<file path="config.mk">
export PLATFORM = sky130hd
export DESIGN_NAME = adsr_envelope
export DESIGN_NICKNAME = d
export VERILOG_FILES = /design/src/rtl/synth_pkg.sv /design/src/rtl/env_scale.sv /design/src/rtl/adsr_envelope.sv
export SDC_FILE = /design/constraint.sdc
export NUM_CORES = 1
export LEC_CHECK = 0
export CORE_MARGIN = 2
export CORE_UTILIZATION = 40
export DETAILED_ROUTE_END_ITERATION = 10
export GPL_TIMING_DRIVEN = 0
export PLACE_DENSITY = 0.66
export SYNTH_ARGS = -nofsm -noshare
export SYNTH_HDL_FRONTEND = slang
export SYNTH_SLANG_ARGS = --single-unit
export TNS_END_PERCENT = 30
</file>
<file path="constraint.sdc">
create_clock -name clk_48kHz -period 6.15 [get_ports clk_48kHz]
set_input_delay 0.9225 -clock clk_48kHz [delete_from_list [all_inputs] [get_ports clk_48kHz]]
set_output_delay 0.9225 -clock clk_48kHz [all_outputs]
set_load 0.02 [all_outputs]
</file>
<file path="src/rtl/synth_pkg.sv">
// Shared synth types and constants: envelope FSM state encoding and default widths.
package synth_pkg;

  localparam int unsigned SAMPLE_W = 24;
  localparam int unsigned ENV_W    = 16;

  localparam logic [ENV_W-1:0] ENV_MAX = '1;

  typedef enum logic [2:0] {
    IDLE    = 3'd0,
    ATTACK  = 3'd1,
    DECAY   = 3'd2,
    SUSTAIN = 3'd3,
    RELEASE = 3'd4
  } adsr_state_e;

endpackage

</file>
<file path="src/rtl/env_scale.sv">
// Registered signed sample x unsigned envelope level, scaled back down by the level width.
module env_scale #(
  parameter int unsigned width_p     = 24,
  parameter int unsigned env_width_p = 16
) (
  input  logic                      clk,
  input  logic                      rst_n,
  input  logic signed [width_p-1:0] sample,
  input  logic [env_width_p-1:0]    level,
  output logic signed [width_p-1:0] scaled
);

  localparam int unsigned PROD_W = width_p + env_width_p + 1;

  // Level is zero-extended so the multiply stays signed; truncation drops the top guard bits.
  always_ff @(posedge clk or negedge rst_n) begin
    if (!rst_n) begin
      scaled <= '0;
    end else begin
      scaled <= width_p'((PROD_W'(sample) * $signed(PROD_W'({1'b0, level}))) >>> env_width_p);
    end
  end

endmodule

</file>
<file path="src/rtl/adsr_envelope.sv">
// ADSR amplitude envelope: level FSM plus registered sample scaling.
// Optional macro ADSR_GATE_SYNC_EN adds a 2-flop synchronizer on gate_i.
module adsr_envelope
  import synth_pkg::*;
#(
  parameter int unsigned width_p     = SAMPLE_W,
  parameter int unsigned env_width_p = ENV_W
) (
  input  logic                      clk_48kHz,
  input  logic                      rst_n,
  input  logic                      gate_i,
  input  logic signed [width_p-1:0] sample_i,
  input  logic [env_width_p-1:0]    attack_rate_i,
  input  logic [env_width_p-1:0]    decay_rate_i,
  input  logic [env_width_p-1:0]    sustain_level_i,
  input  logic [env_width_p-1:0]    release_rate_i,
  output logic signed [width_p-1:0] sample_o,
  output logic [env_width_p-1:0]    level_o,
  output logic [2:0]                state_o,
  output logic                      active_o
);

  localparam int unsigned EXT_W = env_width_p + 1;
  localparam logic [env_width_p-1:0] LVL_MAX = '1;

  adsr_state_e            state, state_n;
  logic [env_width_p-1:0] level, level_n;
  logic [env_width_p-1:0] att_eff, dec_eff, rel_eff;
  logic [EXT_W-1:0]       att_sum, dec_floor;
  logic                   gate;

`ifdef ADSR_GATE_SYNC_EN
  logic [1:0] gate_sync;

  always_ff @(posedge clk_48kHz or negedge rst_n) begin
    if (!rst_n) begin
      gate_sync <= '0;
    end else begin
      gate_sync <= {gate_sync[0], gate_i};
    end
  end

  assign gate = gate_sync[1];
`else
  assign gate = gate_i;
`endif

  // A zero rate would stall the envelope, so it is bumped to one step per cycle.
  always_comb begin
    att_eff = (attack_rate_i  == '0) ? env_width_p'(1) : attack_rate_i;
    dec_eff = (decay_rate_i   == '0) ? env_width_p'(1) : decay_rate_i;
    rel_eff = (release_rate_i == '0) ? env_width_p'(1) : release_rate_i;
  end

  always_comb begin
    state_n   = state;
    level_n   = level;
    att_sum   = {1'b0, level} + {1'b0, att_eff};
    dec_floor = {1'b0, sustain_level_i} + {1'b0, dec_eff};
    case (state)
      IDLE: begin
        level_n = '0;
        if (gate) state_n = ATTACK;
      end
      ATTACK: begin
        if (!gate) begin
          state_n = RELEASE;
        end else if (att_sum >= {1'b0, LVL_MAX}) begin
          level_n = LVL_MAX;
          state_n = DECAY;
        end else begin
          level_n = att_sum[env_width_p-1:0];
        end
      end
      DECAY: begin
        if (!gate) begin
          state_n = RELEASE;
        end else if ({1'b0, level} <= dec_floor) begin
          level_n = sustain_level_i;
          state_n = SUSTAIN;
        end else begin
          level_n = level - dec_eff;
        end
      end
      SUSTAIN: begin
        if (!gate) begin
          state_n = RELEASE;
        end else begin
          level_n = sustain_level_i;
        end
      end
      RELEASE: begin
        // Retrigger keeps the current level so the attack ramps from there.
        if (gate) begin
          state_n = ATTACK;
        end else if (level <= rel_eff) begin
          level_n = '0;
          state_n = IDLE;
        end else begin
          level_n = level - rel_eff;
        end
      end
      default: begin
        state_n = IDLE;
        level_n = '0;
      end
    endcase
  end

  always_ff @(posedge clk_48kHz or negedge rst_n) begin
    if (!rst_n) begin
      state    <= IDLE;
      level    <= '0;
      active_o <= 1'b0;
    end else begin
      state    <= state_n;
      level    <= level_n;
      active_o <= (state_n != IDLE);
    end
  end

  assign state_o = state;
  assign level_o = level;

  env_scale #(
    .width_p     (width_p),
    .env_width_p (env_width_p)
  ) u_env_scale (
    .clk    (clk_48kHz),
    .rst_n  (rst_n),
    .sample (sample_i),
    .level  (level),
    .scaled (sample_o)
  );

endmodule
</file>
### After elaboration in Yosys (flattened, before gate mapping)

Cells that the tools add are included.

* logic and storage cells: 46
* register bits after elaboration: 44
* input bits: 91
* output and inout port bits: 44

* multiplexer cells: 20
* multipliers: 1
* $add $sub $neg: 4
* equal/unequal tests: 8
* magnitude comparators: 3
* reduce and logical (&&, ||, !) cells: 6

Operator list (count)
* $mux W16: 10
* $pmux W16 S4: 1
* $logic_not A16 Y1: 3
* $mul A24 B17 Y40: 1
* $add A16 B16 Y17: 2
* $sub A16 B16 Y16: 2
* $mux W3: 8
* $ge A17 B16 Y1 const B: 1
* $le A16 B17 Y1: 1
* $le A16 B16 Y1: 1
* $pmux W3 S5: 1
* $ne A2 B2 Y1 const B: 4
* $eq A3 B2 Y1 const B: 2
* $reduce_and A4 Y1: 1
* $eq A3 B1 Y1 const B: 1
* $eq A3 B3 Y1 const B: 1
* $logic_not A3 Y1: 1
* $reduce_bool A3 Y1: 1

### Depth between registers and ports, before layout

* word-level depth: 8
* gate-level depth with buffers: 26
* gate-level depth less buffers: 25

### By module

From an unflattened synthesis, not the netlist that was laid out.

* cells, all modules: 2165
* area total of the unflattened synthesis: 18705.4 µm²

By module, submodules not included
* env_scale: area an instance 13830.8 µm², cells each 1500, sequential area each 600.6 µm², times used 1
* adsr_envelope: area an instance 4874.7 µm², cells each 665, sequential area each 500.5 µm², times used 1

### Worst setup path after synthesis

No wires, ideal clock.

* path type: in2reg
* start point: input port sample_i[19]
* end point: register u_env_scale.scaled[20]
* data required time: 6.070 ns
* slack: -0.778 ns
* stages: 22
* arrival: 6.848 ns
* buffers on the path: 1
* setup time: 0.080 ns
* path through: clkbuf_1 > nand2_1 > fa_1 > inv_1 > fa_1 > inv_1 > fa_1 > inv_1 > fa_1 > fa_1 > fa_1 > ha_1 > a21o_1 > a21o_1 > a21o_1 > a211o_1 > a22o_1 > a311o_1 > a21o_1 > a31o_1 > a21oi_2 > xnor2_1

* word-level cells in the longest chain between the ends: 1

RTL lines
* start: declaration: RTL line adsr_envelope.sv:12 `input logic signed [width_p-1:0] sample_i,`
* $mul A24 B17 Y40: RTL line env_scale.sv:20 `scaled <= width_p'((PROD_W'(sample) * $signed(PROD_W'({1'b0, level}))) >>> env_width_p);`
* end signal: assignment: RTL line env_scale.sv:20
* end: declaration: RTL line env_scale.sv:10 `output logic signed [width_p-1:0] scaled`

No other way between the ends.
A chain may end at the register's enable or synchronous reset.

### Final worst setup path

* start point: input port sample_i[13]
* end point: register u_env_scale.scaled[16]

Same word-level chain as after synthesis.

==> flow_metrics.env <==
export IMPL_grt_usage=0.252
export IMPL_syn_mean_instance_area_um2=8.68
export IMPL_status="complete, but fails checks"
export IMPL_synthCells=2118
export IMPL_fp_dieW_um=218
export IMPL_place_congestion=0.923
export IMPL_htree_levels=2
export IMPL_fin_tns_setup_ps=-4350
export IMPL_cts_tree="built"
export IMPL_post_route_period_util=1.07
export IMPL_grt_pass1_vias=17000
export IMPL_place_area_um2=20800
export IMPL_antenna_found_initial=1
export IMPL_antenna_left=0
export IMPL_grt_ovfl_total=0
export IMPL_area_growth_pct=23.1
export IMPL_yosys_area_top_type="fa_1"
export IMPL_crit_top_cell="fa_1"
export IMPL_end_kind="register"
export IMPL_tightest_slew_ps=875
export IMPL_finalWirelength_mm=58.0
export IMPL_core_region_area_um2=45400
export IMPL_grt_max_degree=31
export IMPL_fp_row_count=78
export IMPL_p_per_area_nw_per_um2=184
export IMPL_grt_pass1_wl_mm=91.0
export IMPL_drcViolationCount=0
export IMPL_slew_viol_final=0
export IMPL_reg2regPathDepth=21
export IMPL_synth_top_flop_cell="dfrtp_1"
export IMPL_cts_root_buf="clkbuf_16"
export IMPL_hold_viol_final=0
export IMPL_io_buffers=134
export IMPL_synth_top_area_share=0.407
export IMPL_leakage_nw=10.7
export IMPL_crit_fanout=6
export IMPL_synth_edff_count=0
export IMPL_fmax_ghz=0.152
export IMPL_mostFrequentLayoutCells="inv_1, fa_1, nand2_1"
export IMPL_firstDrtPassIters=7
export IMPL_fill_cells=4207
export IMPL_worstSetupPathType="input port to register"
export IMPL_synthesis_area_um2=18400
export IMPL_worst_hold_path_type="input port to async pin"
export IMPL_cts_hold_buf=0
export IMPL_async_reset_ff_frac=1.00
export IMPL_yosys_top_cells_area="fa_1, ha_1, inv_1, dfrtp_1, nand2_1"
export IMPL_design_area_um2=22600
export IMPL_clock_skew_final_ps=17.1
export IMPL_period_needed_ps=6590
export IMPL_avgViaCountPerCell=5.32
export IMPL_seq_area_um2=1140
export IMPL_worstSetupStartpoint="sample_i[13]"
export IMPL_violations="negative setup slack"
export IMPL_power_w=0.00417
export IMPL_drv_cap=0
export IMPL_multi_input_area_um2=15600
export IMPL_ir_drop_mv=0.150
export IMPL_start_util=0.405
export IMPL_fin_ws_ps=-445
export IMPL_clk_latency_ps=350
export IMPL_crit_slowest_cell="fa_1"
export IMPL_ff2ff_setup_slack_ps=-440
export IMPL_synth_fp_nets=2758
export IMPL_reg2reg_from="level_o[12]"
export IMPL_wl_per_cell_um=19.6
export IMPL_dp_hpwl_mm=46.3
export IMPL_yosys_warnings=0
export IMPL_yosysSeqAreaShare=0.0599
export IMPL_max_clock_path_buffers=2
export IMPL_startpoint_type="input port"
export IMPL_whs_ps=501
export IMPL_final_layout_size_suffix_gt1_frac=0.128
export IMPL_die_h_um=218
export IMPL_cts_sinks=44
export IMPL_cp_required_ps=6410
export IMPL_path_clk_slew_ps=80
export IMPL_io_pins=135
export IMPL_die_area_um2=47700
export IMPL_vias=15700
export IMPL_worstSetupEndpoint="u_env_scale.scaled[16]"
export IMPL_post_place_ws_ps=-1920
export IMPL_rsz0062_at_grt="yes"
export IMPL_cpPeakStageDelay_ps=530
export IMPL_rr_endpoint="u_env_scale.scaled[16]"
export IMPL_ys_seq_elements=44
export IMPL_synth_distinct_cells=58
export IMPL_final_setup_viol_count=16
export IMPL_final_common_cell="inv_1"
export IMPL_nets=2992
export IMPL_slew_headroom=0.417
export IMPL_numCtsBuffers=5
export IMPL_worstPathArrival_ps=6850
export IMPL_drtIter0Drc=1141
## cells in the mapped netlist (all sizes together), types with 3 or more instances
library cell	n
nor2b	13
a22oi	3
a31o	3
ha	175
a21o	31
nand3	12
inv	462
fa	374
xnor2	60
nand4	9
and3	9
o2111ai	3
nor2	62
o21a	10
a21oi	82
xor2	25
nand2b	14
a31oi	10
a41o	3
mux2i	4
mux2	8
nand2	274
o41ai	4
o21bai	9
a22o	3
a221oi	5
nor4	13
clkbuf	104
o211ai	11
and2	163
a222oi	10
nor3	17
o21ai	51
o31ai	3
a211oi	7
buf	3
dfrtp	44
## where the power goes
group	internal (W)	total, W	switching, W	leakage [nW]
sequential	0.000393	0.000432	0.0000395	0.543
clock	0.000194	0.000355	0.000160	0.0804
combinational	0.00152	0.00338	0.00186	10.1
## kinds of logic (layout without fill, tap and decap cells)
logic type	count (synthesis)	in the layout	share of synthesized area
compound gates	264	264	0.0939
xor+xnor	85	85	0.0405
fa+ha+maj	549	549	0.527
buf+inv	569	804	0.116
flops	44	44	0.0599
mux	12	12	0.00708
other cells	0	4	0
simple gates	595	595	0.156
## how the worst min path moves through the flow
stage          slack [ps]        from                endpoint  depth (start not counted)
6_report              500       rst_n  u_env_scale.scaled[20]                          1
5_1_grt               550       rst_n  u_env_scale.scaled[20]                          1
2_1_floorplan         630       rst_n                active_o                          0
3_3_place_gp          750  state_o[1]                active_o                          2
3_5_place_dp          750  state_o[1]                active_o                          2
4_1_cts               520       rst_n  u_env_scale.scaled[19]                          1
## stage by stage
| stage | utilization | instances |
|---|---|---|
| after floorplan | - | 2118 |
| after global placement | 0.459 | 2852 |
| after detailed placement | 0.459 | 2853 |
| after CTS | 0.492 | 2936 |
| after global routing | 0.498 | 2953 |
| final | 0.499 | 2957 |
## critical path, delay by kind of cell
family | cells | cell delay, ps
AO/OA/AOI/OAI | 7 | 1430
adder cells (fa/ha/maj) | 7 | 3280
buffers and inverters | 10 | 880
AND/OR/NAND/NOR | 2 | 230
XOR/XNOR | 1 | 120
## flip-flops by register name (all words and copies together), names as in the netlist
register,cells
active_o,1
state_o,3
u_env_scale.scaled,24
level_o,16
## cell type report
| type | count | area share |
|---|---|---|
| Clock buffer | 5 | 0.00553 |
| Inverter | 462 | 0.0768 |
| Timing Repair Buffer | 228 | 0.0984 |
| Multi-Input combinational cell | 1505 | 0.688 |
| Buffer | 106 | 0.0457 |
| Tap cell | 600 | 0.0332 |
| Antenna cell | 4 | 0.000442 |
| Sequential cell | 44 | 0.0502 |
| Clock inverter | 3 | 0.00205 |
## routing by layer
layer  up-vias  global-route usage  part of all wire
met1      7935               0.311              0.39
met5         -                   0                 0
met2       657               0.438              0.50
met4         0               0.102             0.041
met3       141              0.0387             0.069
li1       6985                   -                 -
## repair_timing
action                     in CTS  in global routing
setup endpoints to repair      42                 30
setup buffers                  74                 17
cloned                          2                  0
resized for setup             341                 52
pin swaps                      53                 32
Power figures use the tool's default switching activity.
